### config.mk
export PLATFORM = sky130hd
export DESIGN_NAME = adc_scan_ctrl
export DESIGN_NICKNAME = d
export VERILOG_FILES = /design/src/rtl/adc_scan_pkg.sv /design/src/rtl/adc_scan_watchdog.sv /design/src/rtl/adc_scan_ctrl.sv
export SDC_FILE = /design/constraint.sdc
export NUM_CORES = 1
export LEC_CHECK = 0
export CAP_MARGIN = 20
export CORE_ASPECT_RATIO = 0.5
export CORE_UTILIZATION = 46
export CTS_CLUSTER_DIAMETER = 40
export DETAILED_ROUTE_END_ITERATION = 10
export PLACE_DENSITY = 0.76
export SYNTH_ARGS = -nofsm -noshare
export SYNTH_HDL_FRONTEND = slang
export SYNTH_HIERARCHICAL = 1
export SYNTH_SLANG_ARGS = --single-unit
### constraint.sdc
create_clock -name clk -period 1.9 [get_ports clk]
set_input_delay 0.285 -clock clk [delete_from_list [all_inputs] [get_ports clk]]
set_output_delay 0.285 -clock clk [all_outputs]
set_load 0.05 [all_outputs]
### src/rtl/adc_scan_pkg.sv
// adc_scan_pkg: shared FSM state type, host/readout register map and
// readout control data words for the ADC delay-scan controller.
package adc_scan_pkg;

  typedef enum logic [3:0] {
    ST_IDLE,
    ST_CFG_LEN,
    ST_CFG_DEL,
    ST_ARM,
    ST_WAIT_TRIG,
    ST_WAIT_DONE,
    ST_RD_SIZE,
    ST_NEXT,
    ST_DISARM
  } scan_state_e;

  // Host-side register addresses
  localparam logic [1:0] HOST_CTRL  = 2'd0;
  localparam logic [1:0] HOST_SCAN  = 2'd1;
  localparam logic [1:0] HOST_COUNT = 2'd2;
  localparam logic [1:0] HOST_LEN   = 2'd3;

  // Readout-block register addresses
  localparam logic [1:0] RO_CTRL  = 2'd0;
  localparam logic [1:0] RO_DELAY = 2'd1;
  localparam logic [1:0] RO_LEN   = 2'd3;

  // Readout control words: arm = single-shot, not continuous; disarm = all clear
  localparam logic [15:0] RO_ARM_DATA    = 16'h0002;
  localparam logic [15:0] RO_DISARM_DATA = 16'h0000;

  // Readout status bit positions
  localparam int unsigned RO_SINGLE_BIT = 1;
  localparam int unsigned RO_BUSY_BIT   = 2;

endpackage

### src/rtl/adc_scan_watchdog.sv
// adc_scan_watchdog: free-running cycle counter for the readout wait states.
// Only instantiated when ADC_SCAN_WATCHDOG_EN is defined.
module adc_scan_watchdog #(
  parameter int unsigned TO_W = 24
) (
  input  logic clk,
  input  logic reset_n,
  input  logic clear,
  input  logic enable,
  output logic expired
);

  logic [TO_W-1:0] r_cnt;

  // Count enabled cycles; clear takes priority so each wait state starts at zero
  always_ff @(posedge clk) begin
    if (!reset_n) begin
      r_cnt <= '0;
    end else if (clear) begin
      r_cnt <= '0;
    end else if (enable) begin
      r_cnt <= r_cnt + TO_W'(1);
    end
  end

  assign expired = &r_cnt;

endmodule

### src/rtl/adc_scan_ctrl.sv
// adc_scan_ctrl: host-programmed delay scan over a readout block.
// Optional build macro: ADC_SCAN_WATCHDOG_EN (bounds the readout wait states).
module adc_scan_ctrl
  import adc_scan_pkg::*;
#(
  parameter int unsigned TO_W = 24
) (
  input  logic        clk,
  input  logic        reset_n,
  // host slave
  input  logic [1:0]  avs_ctrl_address,
  input  logic        avs_ctrl_write,
  input  logic [15:0] avs_ctrl_writedata,
  input  logic        avs_ctrl_read,
  output logic [15:0] avs_ctrl_readdata,
  // readout master
  output logic [1:0]  avm_address,
  output logic        avm_write,
  output logic [15:0] avm_writedata,
  output logic        avm_read,
  input  logic [15:0] avm_readdata,
  // status
  output logic        busy,
  output logic        done,
  output logic        irq
);

  scan_state_e r_state, w_state_nxt;

  logic [1:0]  r_ssel;
  logic [3:0]  r_step;
  logic [5:0]  r_sdel0;
  logic [7:0]  r_count;
  logic [15:0] r_len;
  logic [15:0] r_last_size;
  logic [5:0]  r_cur_del;
  logic [7:0]  r_remaining;
  logic        r_aborted;
  logic        r_timeout_err;
  logic        r_irq;
  logic        r_done;

  logic w_ctrl_wr;
  logic w_go;
  logic w_abort;
  logic w_timeout;
  logic w_stop;
  logic w_go_start;
  logic w_go_zero;
  logic w_in_wait;

  assign w_ctrl_wr  = avs_ctrl_write && (avs_ctrl_address == HOST_CTRL);
  // go together with abort acts as abort only
  assign w_go       = w_ctrl_wr && avs_ctrl_writedata[0] && !avs_ctrl_writedata[1];
  assign w_abort    = w_ctrl_wr && avs_ctrl_writedata[1];
  assign w_in_wait  = (r_state == ST_WAIT_TRIG) || (r_state == ST_WAIT_DONE);
  assign w_stop     = (w_abort || w_timeout) && (r_state != ST_IDLE) && (r_state != ST_DISARM);
  assign w_go_start = (r_state == ST_IDLE) && w_go && (r_count != 8'd0);
  assign w_go_zero  = (r_state == ST_IDLE) && w_go && (r_count == 8'd0);

`ifdef ADC_SCAN_WATCHDOG_EN
  logic w_wd_clear;
  logic w_wd_expired;

  assign w_wd_clear = (w_state_nxt != r_state);
  assign w_timeout  = w_in_wait && w_wd_expired;

  adc_scan_watchdog #(
    .TO_W (TO_W)
  ) u_watchdog (
    .clk     (clk),
    .reset_n (reset_n),
    .clear   (w_wd_clear),
    .enable  (w_in_wait),
    .expired (w_wd_expired)
  );
`else
  // No watchdog: wait states are unbounded; TO_W kept for a uniform parameter list
  assign w_timeout = 1'b0 & (TO_W != 0) & w_in_wait;
`endif

  // FSM state register
  always_ff @(posedge clk) begin
    if (!reset_n) begin
      r_state <= ST_IDLE;
    end else begin
      r_state <= w_state_nxt;
    end
  end

  // Next-state and readout master access (one access per state cycle)
  always_comb begin
    w_state_nxt   = r_state;
    avm_write     = 1'b0;
    avm_read      = 1'b0;
    avm_address   = '0;
    avm_writedata = '0;
    case (r_state)
      ST_IDLE: begin
        if (w_go_start) w_state_nxt = ST_CFG_LEN;
      end
      ST_CFG_LEN: begin
        avm_write     = 1'b1;
        avm_address   = RO_LEN;
        avm_writedata = r_len;
        w_state_nxt   = ST_CFG_DEL;
      end
      ST_CFG_DEL: begin
        avm_write     = 1'b1;
        avm_address   = RO_DELAY;
        avm_writedata = {r_ssel, 8'h00, r_cur_del};
        w_state_nxt   = ST_ARM;
      end
      ST_ARM: begin
        avm_write     = 1'b1;
        avm_address   = RO_CTRL;
        avm_writedata = RO_ARM_DATA;
        w_state_nxt   = ST_WAIT_TRIG;
      end
      ST_WAIT_TRIG: begin
        avm_read    = 1'b1;
        avm_address = RO_CTRL;
        if (!avm_readdata[RO_SINGLE_BIT]) w_state_nxt = ST_WAIT_DONE;
      end
      ST_WAIT_DONE: begin
        avm_read    = 1'b1;
        avm_address = RO_CTRL;
        if (!avm_readdata[RO_BUSY_BIT]) w_state_nxt = ST_RD_SIZE;
      end
      ST_RD_SIZE: begin
        avm_read    = 1'b1;
        avm_address = RO_LEN;
        w_state_nxt = ST_NEXT;
      end
      ST_NEXT: begin
        // remaining is always >= 1 here; == 1 means it reaches zero now
        w_state_nxt = (r_remaining == 8'd1) ? ST_IDLE : ST_CFG_DEL;
      end
      ST_DISARM: begin
        avm_write     = 1'b1;
        avm_address   = RO_CTRL;
        avm_writedata = RO_DISARM_DATA;
        w_state_nxt   = ST_IDLE;
      end
      default: w_state_nxt = ST_IDLE;
    endcase
    if (w_stop) w_state_nxt = ST_DISARM;
  end

  // Host registers, scan progress, and status flags
  always_ff @(posedge clk) begin
    if (!reset_n) begin
      r_ssel        <= '0;
      r_step        <= '0;
      r_sdel0       <= '0;
      r_count       <= '0;
      r_len         <= '0;
      r_last_size   <= '0;
      r_cur_del     <= '0;
      r_remaining   <= '0;
      r_aborted     <= 1'b0;
      r_timeout_err <= 1'b0;
      r_irq         <= 1'b0;
      r_done        <= 1'b0;
    end else begin
      r_done <= 1'b0;
      if (avs_ctrl_write) begin
        case (avs_ctrl_address)
          HOST_SCAN: begin
            r_ssel  <= avs_ctrl_writedata[15:14];
            r_step  <= avs_ctrl_writedata[11:8];
            r_sdel0 <= avs_ctrl_writedata[5:0];
          end
          HOST_COUNT: r_count <= avs_ctrl_writedata[7:0];
          HOST_LEN:   r_len   <= avs_ctrl_writedata;
          default: ;
        endcase
      end
      // Status read clears irq; any set below in the same cycle wins
      if (avs_ctrl_read && (avs_ctrl_address == HOST_CTRL)) r_irq <= 1'b0;
      if (w_go_start) begin
        r_cur_del     <= r_sdel0;
        r_remaining   <= r_count;
        r_aborted     <= 1'b0;
        r_timeout_err <= 1'b0;
      end
      if (w_go_zero) r_done <= 1'b1;
      if (r_state == ST_RD_SIZE) r_last_size <= avm_readdata;
      if ((r_state == ST_NEXT) && !w_stop) begin
        r_cur_del   <= r_cur_del + {2'b00, r_step};
        r_remaining <= r_remaining - 8'd1;
        if (r_remaining == 8'd1) begin
          r_done <= 1'b1;
          r_irq  <= 1'b1;
        end
      end
      if (w_stop && w_timeout) r_timeout_err <= 1'b1;
      if (r_state == ST_DISARM) begin
        r_aborted <= 1'b1;
        r_irq     <= 1'b1;
      end
    end
  end

  // Zero-wait host read mux
  always_comb begin
    case (avs_ctrl_address)
      HOST_CTRL:  avs_ctrl_readdata = {12'h000, r_timeout_err, r_aborted, r_irq, busy};
      HOST_SCAN:  avs_ctrl_readdata = {r_ssel, 2'b00, r_step, 2'b00, r_sdel0};
      HOST_COUNT: avs_ctrl_readdata = {8'h00, r_count};
      default:    avs_ctrl_readdata = r_last_size;
    endcase
  end

  assign busy = (r_state != ST_IDLE);
  assign done = r_done;
  assign irq  = r_irq;

endmodule

==> implementation parameters <==
Parameter                              Value

Die
  Die span in x ... ~130 µm
  Overall die height ... approximately 65 µm
  Starting density of the core ... between 40% and 50%
  Die area ... between 8000 and 9000 µm²
  I/O pin total ... 77
  Std-Cell Core Area ... 7490 µm²
  Row Count ... 22

Drt
  Router iterations before antenna repair ... 6
  Routed length per instance ... roughly 18 µm
  Met3 wirelength from detailed routing ... 931 µm
  Residual DRC ... 0
  Routed wl met2 ... approximately 5400 µm
  Highest metal layer used by the detailed router ... met4
  Post-detailed-routing wire length ... 11700 µm
  Vias/cell ... between 5 and 6
  Met1 Wirelength ... 5020 µm
  Number of design-rule violations left by the first detailed-router iteration ... 232
  Count of vias placed by the detailed router ... around 3800
  Remaining antenna violation count ... 0

Logic synthesis
  Post-synthesis sequential element count ... 73
  Distinct cells, synth ... 55
  Simple-gate portion of the synthesized area ... 24.5%
  Avg Cell Area, Syn ... 8.26 µm²
  Async set-reset flop share out of synthesis ... 0%
  Post-synthesis sequential area ratio ... 40.3%
  Multiplexer share of the synthesized area ... 9.14%
  Most used flip-flop cell after synthesis ... dfxtp_1
  Cell type with the largest total area after synthesis ... dfxtp_1
  Synthesis warning total ... 6
  Combinational family with the most area after synthesis ... simple AND/OR/NAND/NOR gates
  Synth area leaders ... dfxtp_1 (40%), nand2_1 (8.2%), a21oi_1 (7.3%)
  Synthesized netlist net count ... a little under 500
  Post-synthesis compound-gate area fraction ... approximately 18%
  Top cell type's share of synthesized area ... 40.3%
  Count of flip-flops with a built-in enable after synthesis ... 0
  Cell Area, Synth ... ~3600 µm²
  Post-Syn Instances ... around 440
  Area share of xor/xnor cells in the synthesized design ... less than 1%
  Share of synthesized cell area in full adder, half adder and majority cells ... 2.62%

CTS
  Num CTS Buffers ... 9
  Master cell of the clock root buffer ... clkbuf_16
  Worst skew pair latency ... approximately 0.34 ns
  TritonCTS sink count ... 73
  CTS tree ... done
  Clock transition at path regs ... around 0.060 ns
  H-Tree Level Count ... 3
  Maximum clock path buffer count ... 2

Place
  Global placement routability congestion ... 0.862
  Final HPWL DP ... roughly 8000 µm
  Post-place setup slack ... -0.347 ns
  Total instance count after detailed placement ... around 640
  Count of input and output buffers ... 76

STA
  Total negative setup slack ... -3.97 ns
  Clk_skew ... approximately 0.0049 ns
  Maximum clock frequency ... 462 MHz
  RSZ-0062 raised after global routing ... true
  Post-route worst setup slack ... -0.263 ns
  Rel. slew slack ... approximately 65%
  Number of max-slew violations in the final report ... 0
  Total count of hold-check failures in the final report ... 0
  Minimum clock period after layout ... 2.16 ns
  Worst Max-Slew Pin Slew ... 0.527 ns
  Final setup violating endpoints ... 35
  Fraction of the cycle the final worst path needs ... 114%

Critical path
  Endpoint arrival time on the critical path ... 1.88 ns
  Crit path buffers/inverters ... 1
  Reg-to-reg startpoint ... r_state[1]
  CP Depth ... 3
  Flop2flop setup slack ... -0.20 ns
  Chain of cells forming the critical path ... or4_4 > mux4_2 > buf_8
  Register-to-Register Path Depth ... 7
  CP peak stage delay ... around 0.55 ns
  Type of the worst setup path ... reg2out
  Crit-path max FO ... 2
  Worst setup EP type ... output pin
  Launching instance or port of the critical path ... r_state[1]
  Worst setup endpoint ... avs_ctrl_readdata[0]
  Worst Setup Start Kind ... register
  Critical Path Slowest Stage Cell ... or4_4
  Kind of cell adding the most delay to the critical path ... simple AND/OR/NAND/NOR gates
  R2r endpoint ... r_cur_del[5]
  Required time of the critical path ... roughly 1.6 ns

Status
  Run status ... finished, violations left
  Violations in the final reports ... setup timing

Final layout
  Final net count ... 590
  Ant. Diodes ... 0
  Layout-stage area growth over the synthesis result ... 57.4%
  Fraction of final layout cells with drive strength greater than 1 ... 28.9%
  Multi-input combinational cell area ... 2170 µm²
  Area taken by flip-flops and latches ... 1460 µm²
  Post-route non-filler standard cell count ... 658
  Filler cells ... a little under 500
  Core utilization of the finished layout ... roughly 76%

GRT
  Antenna violations before repair ... 0
  Overall fraction of global-route tracks in use ... approximately 29%
  Vias in the first global route ... between 3000 and 4000
  Congestion Overflow GR ... 0
  Largest net degree at the start of global routing ... 44
  First-pass GRT wire length ... between 15000 and 20000 µm

Worst hold path
  Type of the tightest min-delay check ... reg2reg

Job
  Max-Cap Viols ... 0

Power
  Cell Pwr Density ... approximately 770 nW/µm²
  Post-layout power ... between 4 and 5 mW
  Maximum VDD drop ... 0.506 mV
  LEAKAGE ... 2.29 nW
## cell type report
class | instances | area share, %
Sequential cell | 73 | 25.6
Multi-Input combinational cell | 326 | 38.0
Clock inverter | 5 | 1.49
Timing Repair Buffer | 128 | 27.6
Inverter | 7 | 0.460
Clock buffer | 11 | 4.43
Tap cell | 108 | 2.37
## report_power, final
part           switching, mW  internal [mW]
registers             0.0317           1.57
clock network          0.692           1.23
logic                  0.474          0.425
total                   1.20           3.22
## logic make-up (layout without fill, tap and decap cells)
logic type / after synthesis / in the layout
and+or+nand+nor: 182 / 182
AOI/OAI and AO/OA: 105 / 105
DFF: 73 / 73
buffers and inverters: 40 / 151
muxes: 29 / 29
adders and majority gates: 7 / 7
xor gates and xnor gates: 3 / 3
## per-stage QoR
stage / hold slack, ns / cell area (µm²)
after floorplan: 0.421 / 3680
after global placement: 0.437 / 5150
after detailed placement: 0.446 / 5150
after CTS: 0.455 / 5610
after global routing: 0.473 / 5710
final: 0.456 / 5710
## tightest hold or removal path, cell delays in order (launching register included)
cell and delay, ns:
dfxtp_1 0.31, nand2_1 0.05, a21oi_1 0.05
## sequential cells by signal, indices dropped and copies added (netlist names)
name,count
r_last_size,16
r_len,16
r_count,8
r_remaining,8
r_cur_del,6
r_sdel0,6
r_state,4
r_step,4
r_ssel,2
done,1
irq,1
r_aborted,1
## metal layers
metal | vias to the layer above | global-route usage, %
li1 | 1778 | -
met1 | 1841 | 36.9
met2 | 163 | 46.0
met3 | 24 | 7.51
met4 | 0 | 10.6
met5 | - | 0
## cells in the mapped netlist (2+ instances only)
cell and number:
nor2b_1 11, o21a_1 2, nand3_1 18, and2_1 9, nor2_1 22, buf_6 2, or2_2 2, o21ai_1 2
o21ai_0 8, dfxtp_1 73, buf_1 3, and3_1 4, a21oi_1 53, nor3b_1 2, a22o_1 10, o31ai_1 2
clkbuf_1 24, mux2_2 3, or3_1 5, buf_2 4, a211oi_1 2, o221ai_1 3, mux2i_1 23, nand4_1 3
nand2b_1 5, mux4_2 3, ha_1 6, nand2_1 79, nor3_1 4, xor2_1 3, inv_1 6, a31oi_1 8
o211ai_1 6, or4_1 4, nor4_1 5
## how the worst min path moves through the flow
stage                    startpoint  slack [ns]               to  cells after the start
global placement           r_len[7]        0.44         r_len[7]                      2
floorplan           avm_readdata[0]        0.42   r_last_size[0]                      2
CTS                 r_last_size[11]        0.45  r_last_size[11]                      2
finish                    r_len[13]        0.46        r_len[13]                      2
detailed placement        r_len[15]        0.45        r_len[15]                      2
global route               r_len[7]        0.47         r_len[7]                      2
## layout by cell type, fill, tap and decap left out, types with 4 or more instances in the layout
cell and instances:
nor2_1 22, clkdlybuf4s50_1 37, o21ai_2 4, and2_4 8
buf_8 5, o21ai_0 5, a21oi_1 52, dfxtp_1 72
mux2i_1 23, ha_1 6, and3_1 4, buf_4 41
buf_6 7, nor2b_2 6, nand3_1 18, a31oi_1 8
clkbuf_16 9, buf_12 36, or4_1 4, nand2_1 79
nand2b_1 4, nor4_1 4, o211ai_1 6, a22o_2 4
inv_1 6
## repair_timing
action | in CTS | in global routing
hold buffers | 0 | 0
setup buffers | 2 | 1
pin swaps | 3 | 8
gates resized for setup | 36 | 17
endpoints found under the setup margin | 25 | 38
cloned | 1 | 0
Power figures use the tool's default switching activity.
